`config.mk`:
```
export PLATFORM = sky130hd
export DESIGN_NAME = uart_tx_ser
export DESIGN_NICKNAME = d
export VERILOG_FILES = /design/src/rtl/uart_pkg.sv /design/src/rtl/uart_baud_gen.sv /design/src/rtl/uart_tx_ser.sv
export SDC_FILE = /design/constraint.sdc
export NUM_CORES = 1
export LEC_CHECK = 0
export ABC_AREA = 1
export ABC_CLOCK_PERIOD_IN_PS = 4019
export BUFFER_PORTS_ARGS = -buffer_cell sky130_fd_sc_hd__buf_2
export CORE_MARGIN = 10
export CORE_UTILIZATION = 63
export DETAILED_ROUTE_END_ITERATION = 16
export PLACE_DENSITY = 0.88
export SLEW_MARGIN = 25
export SYNTH_ARGS = -nofsm -noshare
export SYNTH_HDL_FRONTEND = slang
export SYNTH_SLANG_ARGS = --single-unit
```
`constraint.sdc`:
```
create_clock -name clk -period 4.02 [get_ports clk]
set_clock_uncertainty 0.2 [all_clocks]
set_input_delay 0.402 -clock clk [delete_from_list [all_inputs] [get_ports clk]]
set_output_delay 0.402 -clock clk [all_outputs]
set_load 0.1 [all_outputs]
```
`src/rtl/uart_pkg.sv`:
```
// Shared UART definitions: state encoding, parity modes, default baud divisor.
package uart_pkg;

    typedef enum logic [2:0] {
        ST_IDLE,
        ST_START,
        ST_DATA,
        ST_PARITY,
        ST_STOP
    } tx_state_t;

    localparam int unsigned PAR_NONE = 0;
    localparam int unsigned PAR_ODD  = 1;
    localparam int unsigned PAR_EVEN = 2;

    localparam int unsigned OVERSAMPLE     = 16;
    // 50 MHz / (16 * 19200)
    localparam int unsigned DVSR_19200_50M = 163;

    // Parity over the low dbit bits; odd mode inverts the plain XOR.
    function automatic logic parity_bit(input logic [7:0] data, input int unsigned dbit,
                                        input int unsigned mode);
        logic x;
        x = 1'b0;
        for (int unsigned i = 0; i < 8; i++) begin
            if (i < dbit) x ^= data[i];
        end
        return (mode == PAR_ODD) ? ~x : x;
    endfunction

endpackage

```
`src/rtl/uart_baud_gen.sv`:
```
// Free-running mod-M counter producing a one-clk max_tick every M clocks.
module uart_baud_gen #(
    parameter int unsigned M = 163
) (
    input  logic clk,
    input  logic reset,
    output logic max_tick
);

    localparam int unsigned CW = (M > 1) ? $clog2(M) : 1;
    localparam logic [CW-1:0] C_LAST = CW'(M - 1);

    logic [CW-1:0] count;
    logic [CW-1:0] count_nxt;

    always_comb begin
        count_nxt = (count == C_LAST) ? '0 : count + CW'(1);
    end

    // max_tick is high during the cycle in which count sits at M-1
    always_ff @(posedge clk or negedge reset) begin
        if (!reset) begin
            count    <= '0;
            max_tick <= 1'(M == 1);
        end else begin
            count    <= count_nxt;
            max_tick <= (count_nxt == C_LAST);
        end
    end

endmodule

```
`src/rtl/uart_tx_ser.sv`:
```
// UART transmitter: start, DBIT data bits LSB-first, optional parity, stop; 16 ticks per bit.
module uart_tx_ser
    import uart_pkg::*;
#(
    parameter int unsigned DBIT    = 8,
    parameter int unsigned SB_TICK = 16,
    parameter int unsigned DVSR    = DVSR_19200_50M,
    parameter int unsigned PARITY  = PAR_NONE
) (
    input  logic       clk,
    input  logic       reset,
    input  logic       tx_start,
    input  logic [7:0] din,
    output logic       tx_busy,
    output logic       tx_done_tick,
    output logic       tx
);

    localparam int unsigned NW = $clog2((SB_TICK > OVERSAMPLE) ? SB_TICK : OVERSAMPLE);
    localparam int unsigned BW = $clog2(DBIT);
    localparam logic [NW-1:0] N_BIT_LAST  = NW'(OVERSAMPLE - 1);
    localparam logic [NW-1:0] N_STOP_LAST = NW'(SB_TICK - 1);
    localparam logic [BW-1:0] B_LAST      = BW'(DBIT - 1);

    tx_state_t       state;
    logic [NW-1:0]   n;
    logic [BW-1:0]   b;
    logic [DBIT-1:0] shift;
    logic            par_bit;
    logic            s_tick;

    uart_baud_gen #(
        .M(DVSR)
    ) u_baud (
        .clk     (clk),
        .reset   (reset),
        .max_tick(s_tick)
    );

    // tx is set on the same edge as each state/bit change so the line never glitches
    always_ff @(posedge clk or negedge reset) begin
        if (!reset) begin
            state        <= ST_IDLE;
            n            <= '0;
            b            <= '0;
            shift        <= '0;
            par_bit      <= 1'b0;
            tx           <= 1'b1;
            tx_busy      <= 1'b0;
            tx_done_tick <= 1'b0;
        end else begin
            tx_done_tick <= 1'b0;
            case (state)
                ST_IDLE: begin
                    tx <= 1'b1;
                    if (tx_start) begin
                        shift   <= din[DBIT-1:0];
                        par_bit <= parity_bit(din, DBIT, PARITY);
                        n       <= '0;
                        tx      <= 1'b0;
                        tx_busy <= 1'b1;
                        state   <= ST_START;
                    end
                end
                ST_START: begin
                    if (s_tick) begin
                        if (n == N_BIT_LAST) begin
                            n     <= '0;
                            b     <= '0;
                            tx    <= shift[0];
                            state <= ST_DATA;
                        end else begin
                            n <= n + NW'(1);
                        end
                    end
                end
                ST_DATA: begin
                    if (s_tick) begin
                        if (n == N_BIT_LAST) begin
                            n     <= '0;
                            shift <= shift >> 1;
                            if (b == B_LAST) begin
                                if (PARITY != PAR_NONE) begin
                                    tx    <= par_bit;
                                    state <= ST_PARITY;
                                end else begin
                                    tx    <= 1'b1;
                                    state <= ST_STOP;
                                end
                            end else begin
                                b  <= b + BW'(1);
                                tx <= shift[1];
                            end
                        end else begin
                            n <= n + NW'(1);
                        end
                    end
                end
                ST_PARITY: begin
                    if (s_tick) begin
                        if (n == N_BIT_LAST) begin
                            n     <= '0;
                            tx    <= 1'b1;
                            state <= ST_STOP;
                        end else begin
                            n <= n + NW'(1);
                        end
                    end
                end
                ST_STOP: begin
                    // The done cycle is still spent in stop, so a same-cycle tx_start is dropped
                    if (tx_done_tick) begin
                        tx_busy <= 1'b0;
                        state   <= ST_IDLE;
                    end else if (s_tick) begin
                        if (n == N_STOP_LAST) begin
                            n            <= '0;
                            tx_done_tick <= 1'b1;
                        end else begin
                            n <= n + NW'(1);
                        end
                    end
                end
                default: begin
                    tx      <= 1'b1;
                    tx_busy <= 1'b0;
                    state   <= ST_IDLE;
                end
            endcase
        end
    end

endmodule

```
# Yosys cells after proc, flatten, opt, wreduce, memory -nomap -nowiden
# Index checks and enable logic that the tools add are counted.
dict set report word_totals {
  register_bits 30
  word_cells 86
}
dict set report op_classes {
  addsub 3
  n_eq_ne 19
  muxes 42
  n_bitwise 2
  n_reduce_logical 11
}
# cell n
set ops {}
lappend ops {{2-to-1 mux 3 bit} 14}
lappend ops {{2-to-1 mux 8 bit} 4}
lappend ops {{equality test 8 bit, second input constant} 2}
lappend ops {{2-to-1 mux 4 bit} 4}
lappend ops {{inequality test 2 bit, second input constant} 8}
lappend ops {{case mux 8 bit (2 select lines)} 1}
lappend ops {{case mux 3 bit (5 select lines)} 1}
lappend ops {{2-to-1 mux 1 bit} 14}
lappend ops {{case mux 4 bit (3 select lines)} 1}
lappend ops {{AND reduction 9 bit} 1}
lappend ops {{adder 8 x 1 -> 8 bit, second input constant} 1}
lappend ops {{AND reduction 7 bit} 1}
lappend ops {{equality test 3 x 2 -> 1 bit, second input constant} 2}
lappend ops {{equality test 3 bit, second input constant} 2}
lappend ops {{inequality test 2 x 1 -> 1 bit, second input constant} 3}
lappend ops {{case mux 3 bit (2 select lines)} 1}
lappend ops {{AND reduction 3 bit} 2}
lappend ops {{AND reduction 6 bit} 1}
lappend ops {{case mux 1 bit (5 select lines)} 1}
lappend ops {{adder 4 x 1 -> 4 bit, second input constant} 1}
lappend ops {{equality test 4 bit, second input constant} 1}
lappend ops {{AND reduction 4 bit} 1}
lappend ops {{nonzero test 2 bit} 2}
lappend ops {{adder 3 x 1 -> 3 bit, second input constant} 1}
lappend ops {{other kinds (6)} 7}

# Logic depth before layout (Yosys ltp)
# Gate-level depths: netlist of run 1.
dict set report logic_depth {
  ltp_word 5
  mapped_depth 9
  depth_no_buf 9
}

# By module
# From an unflattened synthesis of run 1, not the netlist that was laid out.
dict set report unflattened {
  hier_cells 235
  area_unflattened_um2 1744.2
}
# module instances cells_per_inst area_each_um2 seq_area_each_um2
set by_module_without_submodules {}
lappend by_module_without_submodules {uart_tx_ser 1 167 1229.9 526.8}
lappend by_module_without_submodules {uart_baud_gen 1 68 514.2 225.2}

# Worst setup path after synthesis of run 1
# Ideal clock, no wire load.
dict set report synth_path {
  path_type {register to register}
  start {register tx_done_tick}
  end {register state[0]}
  t_arrival_ps 1541
  required_ps 3701
  slack_ps 2160
  path_stages_with_launch 7
  path_buffers 0
  synth_period_minus_slack_ps 1860
  path_cell_list {dfrtp_1 -> nand3b_1 -> nand2_1 -> nor2_1 -> nand2_1 -> nand2_1 -> nand2_1}
}
dict set report synth_via {
  elab_chain_cells 2
}
# item line_no
set synth_lines {}
lappend synth_lines {{start: declaration} uart_tx_ser.sv:15} ;# output logic tx_done_tick,
lappend synth_lines {{start signal: assignment} uart_tx_ser.sv:50} ;# tx_done_tick <= 1'b0;
lappend synth_lines {{start signal: assignment} uart_tx_ser.sv:52} ;# tx_done_tick <= 1'b0;
lappend synth_lines {{start signal: assignment} uart_tx_ser.sv:118} ;# tx_done_tick <= 1'b1;
lappend synth_lines {{inequality test 2 bit (no source line)} --}
lappend synth_lines {{AND reduction 9 bit (no source line)} --}
lappend synth_lines {{end signal: assignment} uart_tx_ser.sv:43} ;# state <= ST_IDLE;
lappend synth_lines {{end signal: assignment} uart_tx_ser.sv:62} ;# state <= ST_START;
lappend synth_lines {{end signal: assignment} uart_tx_ser.sv:71} ;# state <= ST_DATA;
lappend synth_lines {{end: declaration} uart_tx_ser.sv:25} ;# tx_state_t state;
# No other way between the ends.
# A chain may end at the register's enable or synchronous reset.

# Final worst setup path of run 1
dict set report layout_path {
  start {register tx}
  end {output port tx}
}
# item line_no
set layout_lines {}
lappend layout_lines {{start: declaration} uart_tx_ser.sv:16} ;# output logic tx
lappend layout_lines {{start signal: assignment} uart_tx_ser.sv:70} ;# tx <= shift[0];
lappend layout_lines {{start signal: assignment} uart_tx_ser.sv:84} ;# tx <= par_bit;
lappend layout_lines {{start signal: assignment} uart_tx_ser.sv:92} ;# tx <= shift[1];
# No word-level cell between the ends.

==> run summary, run 1 <==
The run finished with clean final reports. 0 antenna diodes ended up in the layout. The number of nets in the synthesized netlist is 230. The later-pin clock latency in the skew report came out at approximately 330 ps. On the critical path the largest part of the delay comes from flip-flops. The number of nets in the final layout is 249. The finished layout holds ~260 standard cells, fillers aside.

In the synthesized netlist the dominant register cell turns out to be dfrtp_1. The buffer and inverter count on the worst path came out at 1. The floorplan has 18 rows. The sum of negative setup slack came out at 0 ps.

The first global-routing pass estimated roughly 5.5 mm of wire. The floorplan die width is approximately 71 um. The congestion estimate from routability-driven global placement came to roughly 0.86. The count of antenna-violating nets left after detailed routing is 0. The share of the clock period used by the worst path came out at approximately 47%.

In this run, synthesis produced a sequential element count of 30. The area of combinational cells with multiple inputs came out at between 700 and 800 um^2. The root buffer cell chosen for the clock tree is clkbuf_4.

The launching element type of the critical path is a flip-flop. The cell area after synthesis came out at around 1700 um^2. The number of maximum-capacitance constraint violations came out at 0. The number of input and output port buffers inserted is 13. The filler cells instantiated in the layout total approximately 190. For this design, the slowest cell found on the critical path is dfstp_2.

The initial detailed-routing violation count came out at roughly 120. The total grt overflow is 0. For this run, design rule violations remaining after detail routing come to 0. The routed design could run at a clock period as short as around 1900 ps. The power density over cell area came out at a little under 300 nW/um^2. Walking the worst path, the cells encountered are buf_2. Yosys printed 0 warnings. The final hold violation count is 0. The most common cell in the netlist is nand2_1. The worst hold path belongs to the class input port to flip-flop. The buffer count from post-CTS setup fixing came out at 0. The total clock buffers created by CTS came out at 5.

The normalized max-slew margin is between 50% and 60%. The critical path in this run is classified as flip-flop to output pin. The top fanout value on the critical path came out at 2.

The count of boundary I/O pins came out at 14. The worst hold slack is between 90 and 100 ps. The part of the Yosys area used for sequential elements is a little under half. For this run, the top clock speed supported by timing is ~0.53 GHz. Summed over its instances, the top area cell type makes up around 44% of the synthesized netlist area. The routed length per instance is approximately 11 um. In this run the critical register-to-register path is launched from state[2]. Setup repair after global routing left no endpoint under its margin. The cell count after placement is 255. Once detailed placement completed, the half-perimeter wirelength came to around 2.3 mm. The footprint of the flip-flops and latches is ~750 um^2. Of the cells placed in the final design, the portion with a size suffix greater than 1 is approximately 16%. The placeable core region is roughly 2500 um^2. CTS saw 30 sinks. The proportion of register bits with asynchronous set or reset after synthesis is 100%. Data arrives at the worst endpoint at 1280 ps. The post-detailed-route via-to-cell ratio came out at approximately 5.2. After synthesis, the mean cell area works out to slightly below 8 um^2. The most critical setup path has its startpoint at tx. The largest net degree at the start of global routing is 31. For the pin with the worst max-slew slack, the measured transition is 646 ps. The via count of the first global-routing pass came to between 1,000 and 1,500. Global routing consumed, over all layers together, 13.1% of the routing resources. The clock transition at the register clock pins on the worst setup and hold paths after CTS came out at around 90 ps.

The capturing element type of the critical path is an output pin. The H-tree depth is 2. The distinct cell type count after synthesis is 27. Setup violations remaining at the end of the flow were counted as 0. The final count of pins violating max slew is 0. The number of cells produced by synthesis came out at between 200 and 250. The height of the die came out at ~70 um. The total die area came out at 5080 um^2. The TritonCTS clock tree is done. The largest vdd supply drop came out at 0.000270 V.

The number of flops mapped to enable cells by yosys came out at 0. The biggest area contributor in the post-synthesis netlist is dfrtp_1. The setup slack on the worst flop-to-flop path is 2340 ps. After synthesis, the cell types taking the most area are dfrtp_1 (44%), nand2_1 (13%), inv_1 (6.1%), nand3_1 (6.0%), nor2_1 (5.7%). Across all layers, the routed design uses 1,384 vias. The length of the first detailed-routing pass in iterations came out at 4. The growth of design area from synthesis to finish came out at 10.4%.

The data required time at the worst endpoint came out at roughly 3400 ps. The maximum clock path buffer count came out at 2. The worst hold path begins at din[7]. By count the netlist is led by nand2_1 (58), dfrtp_1 (29), inv_1 (27), nor2_1 (25), nand3_1 (20). The initial antenna violation count came out at 0. The detailed-route wire length is about 3.0 mm. The leakage power of the design came out at ~0.90 nW. The effective utilization at floorplan came out at between 60 and 70%. For this run, the slowest stage of the critical path takes ~540 ps.
## metrics by stage
step	area (um^2)	setup slack, ps	util, %	total power, mW
2_1_floorplan	1660	2160	-	0.308
3_3_place_gp	1740	2380	69.6	0.319
3_5_place_dp	1740	2360	69.6	0.319
4_1_cts	1830	2120	73.1	0.540
5_1_grt	1830	2100	73.1	0.557
6_report	1830	2140	73.1	0.533
## per-layer routing
layer / global-route usage [%] / routed length, um / part of all wire, %
met3: 5.23 / 160 / 5.3
met4: 6.67 / 40 / 1.3
met2: 20.2 / 1350 / 45
met5: 0 / 0 / 0
met1: 15.3 / 1450 / 48
## timing repair
action | in CTS | in global routing
gates resized for setup | 0 | 0
hold buffers | 1 | 0
endpoints found under the hold margin | 29 | 0
## sequential cells by signal, summed over array words and instances (netlist names)
signal and cells:
b 3, tx_done_tick 1, tx_busy 1, tx 1, state 3, u_baud.count 8, n 4, shift 8
u_baud.max_tick 1
## cell usage in the layout, fill, tap and decap left out, types with 3 or more instances in the layout
cell	instances
o211ai_1	6
nor2_1	25
dfrtp_1	29
nand3_1	20
ha_1	5
buf_2	13
clkbuf_4	5
clkbuf_8	3
nand2_1	58
o21ai_0	17
inv_1	27
## path summary, 6_finish.rpt
path / to / cells after the start
setup reg to reg: shift[6] / 7
setup / recovery: tx / 1
hold reg to reg: tx / 2
max in group asynchronous: u_baud.count[6] / 2
hold / removal: shift[7] / 3
min in group asynchronous: n[1] / 2
## final cells by class
class,count,share of cell area [%]
clock buffer,8,4.31
inverter,29,5.95
multi-input combinational,153,42.4
sequential,30,41.1
tap,30,2.05
timing repair buffer,14,4.11
## report_power, final
group,internal [mW],switching [mW]
Clock,0.119,0.101
Combinational,0.00419,0.00717
Sequential,0.302,0
Total,0.425,0.108
## tightest hold or removal path: cells and delay by family
family / cells / cell delay (ps)
AND/OR/NAND/NOR: 1 / 60
AO/OA/AOI/OAI: 1 / 60
buffers and inverters: 1 / 80
## kinds of logic (layout without fill, tap and decap cells)
logic type,count (synthesis),count (layout),share of synthesized area [%]
flip-flops,30,30,45.4
adder cells (fa/ha/maj),5,5,3.78
buffers and inverters,31,51,7.71
AND/OR/NAND/NOR,119,119,32.4
AO/OA/AOI/OAI,28,28,10.2
XOR/XNOR,1,1,0.529
No activity file was read; power rests on OpenSTA's default activity.
==> run 2: changes to the inputs <==
--- a/config.mk
+++ b/config.mk
@@ -6,12 +6,12 @@
 export NUM_CORES = 1
 export LEC_CHECK = 0
 export ABC_AREA = 1
-export ABC_CLOCK_PERIOD_IN_PS = 4019
+export ABC_CLOCK_PERIOD_IN_PS = 1600
 export BUFFER_PORTS_ARGS = -buffer_cell sky130_fd_sc_hd__buf_2
 export CORE_MARGIN = 10
-export CORE_UTILIZATION = 63
+export CORE_UTILIZATION = 53
 export DETAILED_ROUTE_END_ITERATION = 16
-export PLACE_DENSITY = 0.88
+export PLACE_DENSITY = 0.8
 export SLEW_MARGIN = 25
 export SYNTH_ARGS = -nofsm -noshare
 export SYNTH_HDL_FRONTEND = slang
==> constraint.sdc (replaced) <==
create_clock -name clk -period 1.6 [get_ports clk]
set_clock_uncertainty 0.2 [all_clocks]
set_input_delay 0.16 -clock clk [delete_from_list [all_inputs] [get_ports clk]]
set_output_delay 0.16 -clock clk [all_outputs]
set_load 0.1 [all_outputs]
==> run summary, run 2 (synthesis results as in run 1) <==
The run finished with clean final reports. The power consumption came out at 1.29 mW (+140%). The worst setup path is captured at a flip-flop. The count of antenna-violating nets left after detailed routing is 0 (unchanged). The cell row count is 20 (+2). The growth of design area from synthesis to finish is 30.7%. The maximum clock frequency is approximately 0.64 GHz. The number of sinks driven by the clock tree is 30 (unchanged). The floorplan die width came out at 75.9 um (+6.5%).

The leakage power of the design is 1.02 nW (+13%). The post-detailed-route via-to-cell ratio came out at 5.07 (-3.3%). The worst setup margin came out at 40.9 ps (-2100 ps). The kind of path behind the tightest hold check is input port to async pin. The number of input and output port buffers inserted came to 13 (unchanged). The number of maximum-capacitance constraint violations is 0 (unchanged). The final weighted congestion in routability-driven placement is 0.888 (+3.8%).

The minimum period implied by the final worst setup slack came out at between 1500 and 2000 ps. The proportion of layout cells with a drive suffix above 1 came to 29.5% (+14 points). Tracing the worst setup path back leads to its startpoint at b[1]. In this run the critical register-to-register path is launched from b[1].

The count of unresolved DRC violations after routing came out at 0 (unchanged). The length of the first detailed-routing pass in iterations is 5 (+1). The total clock buffers created by CTS came to 5 (unchanged). The post-placement worst setup slack is -17.6 ps (-2380 ps). The final count of pins violating max slew came to 0 (unchanged).

The most common library cell in the layout ignoring fill and taps is nand2_1. The share of the clock period used by the worst path is around 97%. The total track usage came out at 13.7% (+0.64 points). The later-pin clock latency in the skew report is 340 ps (about the same). The worst setup path is of the flip-flop to flip-flop kind. The net switching power of the design is 290 uW (+170%).

CTS placed an instance of clkbuf_4 at the clock tree root. The data required time at the worst endpoint was 1640 ps (-1780 ps). The data arrival time of the critical path was 1600 ps (+320 ps).

The largest net degree at the start of global routing came out at 31 (unchanged). The largest registers in the layout are shift x8, u_baud.count x8, n x4. Setup repair after global routing could not meet its margin everywhere.

The maximum clock path buffer count is 2 (unchanged). In the layout the commonest cells are nand2_1 (57), dfrtp_1 (24), inv_1 (23). The worst setup path is launched from a flip-flop. The power share of the sequential group is 58.9% (+2.3 points). The initial detailed-routing violation count is 152 (+31%). The power density over cell area came out at 595 nW/um^2 (+100%). The detailed-route wire length came to 3.77 mm (+26%). The HPWL reported at the end of detailed placement is 2.37 mm (+4.4%). The normalized max-slew margin came to 67.7% (+11 points).

The count of endpoints failing setup in the final report came out at 0 (unchanged). TritonCTS built the clock tree. The routed length per instance came out at 12.4 um (+8.8%). The final hold violation count came out at 0 (unchanged). The largest vdd supply drop is 0.000521 V (+93%). The placeable core region is 3030 um^2 (+21%).

The number of diodes is 0 (unchanged). The via count of the first global-routing pass came out at 1,481 (+12%). The switching fraction of total power is 22.6% (+2.4 points). The total internal power is 997 uW (+130%). The first-pass GRT wire length was 6.07 mm (+10%). The fill cell instance count of the final layout came to 222 (+18%). The total die area was 5760 um^2 (+13%). The part of the total power dissipated in combinational logic is 3.8% (+1.7 points). The total grt overflow is 0 (unchanged). The pin slew with the least headroom to its limit is 488 ps (-157 ps). The clock transition at the register clock pins on the worst setup and hold paths after CTS came out at 100 ps (about the same). The design area came out at 2160 um^2 (+18%). The vias after detailed routing came out at 1,546 (+12%). The number of nets in the final layout is 276 (+11%). The H-tree depth came to 2 (unchanged). The effective utilization at floorplan came out at 54.7% (-12 points). The count of boundary I/O pins is 14 (unchanged). The share of total power in the clock network is 37.4% (-3.9 points). The height of the die came out at 75.9 um (+6.5%). The top fanout value on the critical path was 3 (+1). The initial antenna violation count is 0 (unchanged). The placed cell area came out at 1840 um^2 (+5.8%).
==> run 2: per-stage QoR <==
step / cells / TNS [ps] / utilization, % / hold slack (ps)
after floorplan: 214 / 0 / - / -336
after global placement: 278 / 0 / 60.8 / -7.72
after detailed placement: 278 / -37.5 / 60.8 / -4.56
after CTS: 297 / 0 / 66.4 / 144
after global routing: 305 / -329 / 71.4 / 170
final: 305 / 0 / 71.4 / 148
==> run 2: worst max-delay path: stages (launching register included) <==
cell	delay (ps)
dfrtp_1	390
ha_2	200
ha_4	170
o21ai_2	140
nand4_1	180
nand2_1	120
nand2_1	60
==> run 2: routing by layer <==
metal / vias up / track usage, % / part of all wire (%)
li1: 780 / - / -
met1: 706 / 15.5 / 42
met2: 46 / 22.4 / 48
met3: 14 / 5.73 / 6.6
met4: 0 / 5.36 / 2.8
met5: - / 0 / 0
==> run 2: worst paths after layout <==
path / slack, ps / cells past startpoint / to
worst max-delay path: 40 / 6 / b[0]
worst min-delay path: 150 / 3 / n[0]
max in group asynchronous: 740 / 3 / tx
worst min register to register: 280 / 1 / u_baud.count[0]
min in group clk: 280 / 1 / u_baud.count[0]
worst max register to register: 40 / 6 / b[0]
==> run 2: layout make-up <==
cell class / instances / area, um^2 / share of cell area (%)
Multi-Input combinational cell: 154 / 870 / 40.2
Clock buffer: 7 / 55.1 / 2.54
Tap cell: 44 / 55.1 / 2.54
Clock inverter: 1 / 5.00 / 0.231
Inverter: 29 / 109 / 5.03
Timing Repair Buffer: 40 / 312 / 14.4
Sequential cell: 30 / 758 / 35.0
==> run 2: power groups by stage <==
stage	clock (mW)	sequential, mW	combinational [mW]
finish	0.481	0.758	0.0485
global route	0.533	0.758	0.0546
CTS	0.506	0.758	0.0489
detailed placement	0	0.773	0.0308
global placement	0	0.773	0.0305
floorplan	0	0.773	0.00131
==> run 2: repair_timing <==
action | in CTS | in global routing
cloned | 0 | 1
hold endpoints to repair | 41 | 0
hold buffers | 10 | 0
setup buffers | 1 | 7
pin swaps | 0 | 10
endpoints found under the setup margin | 3 | 21
gates resized for setup | 1 | 29
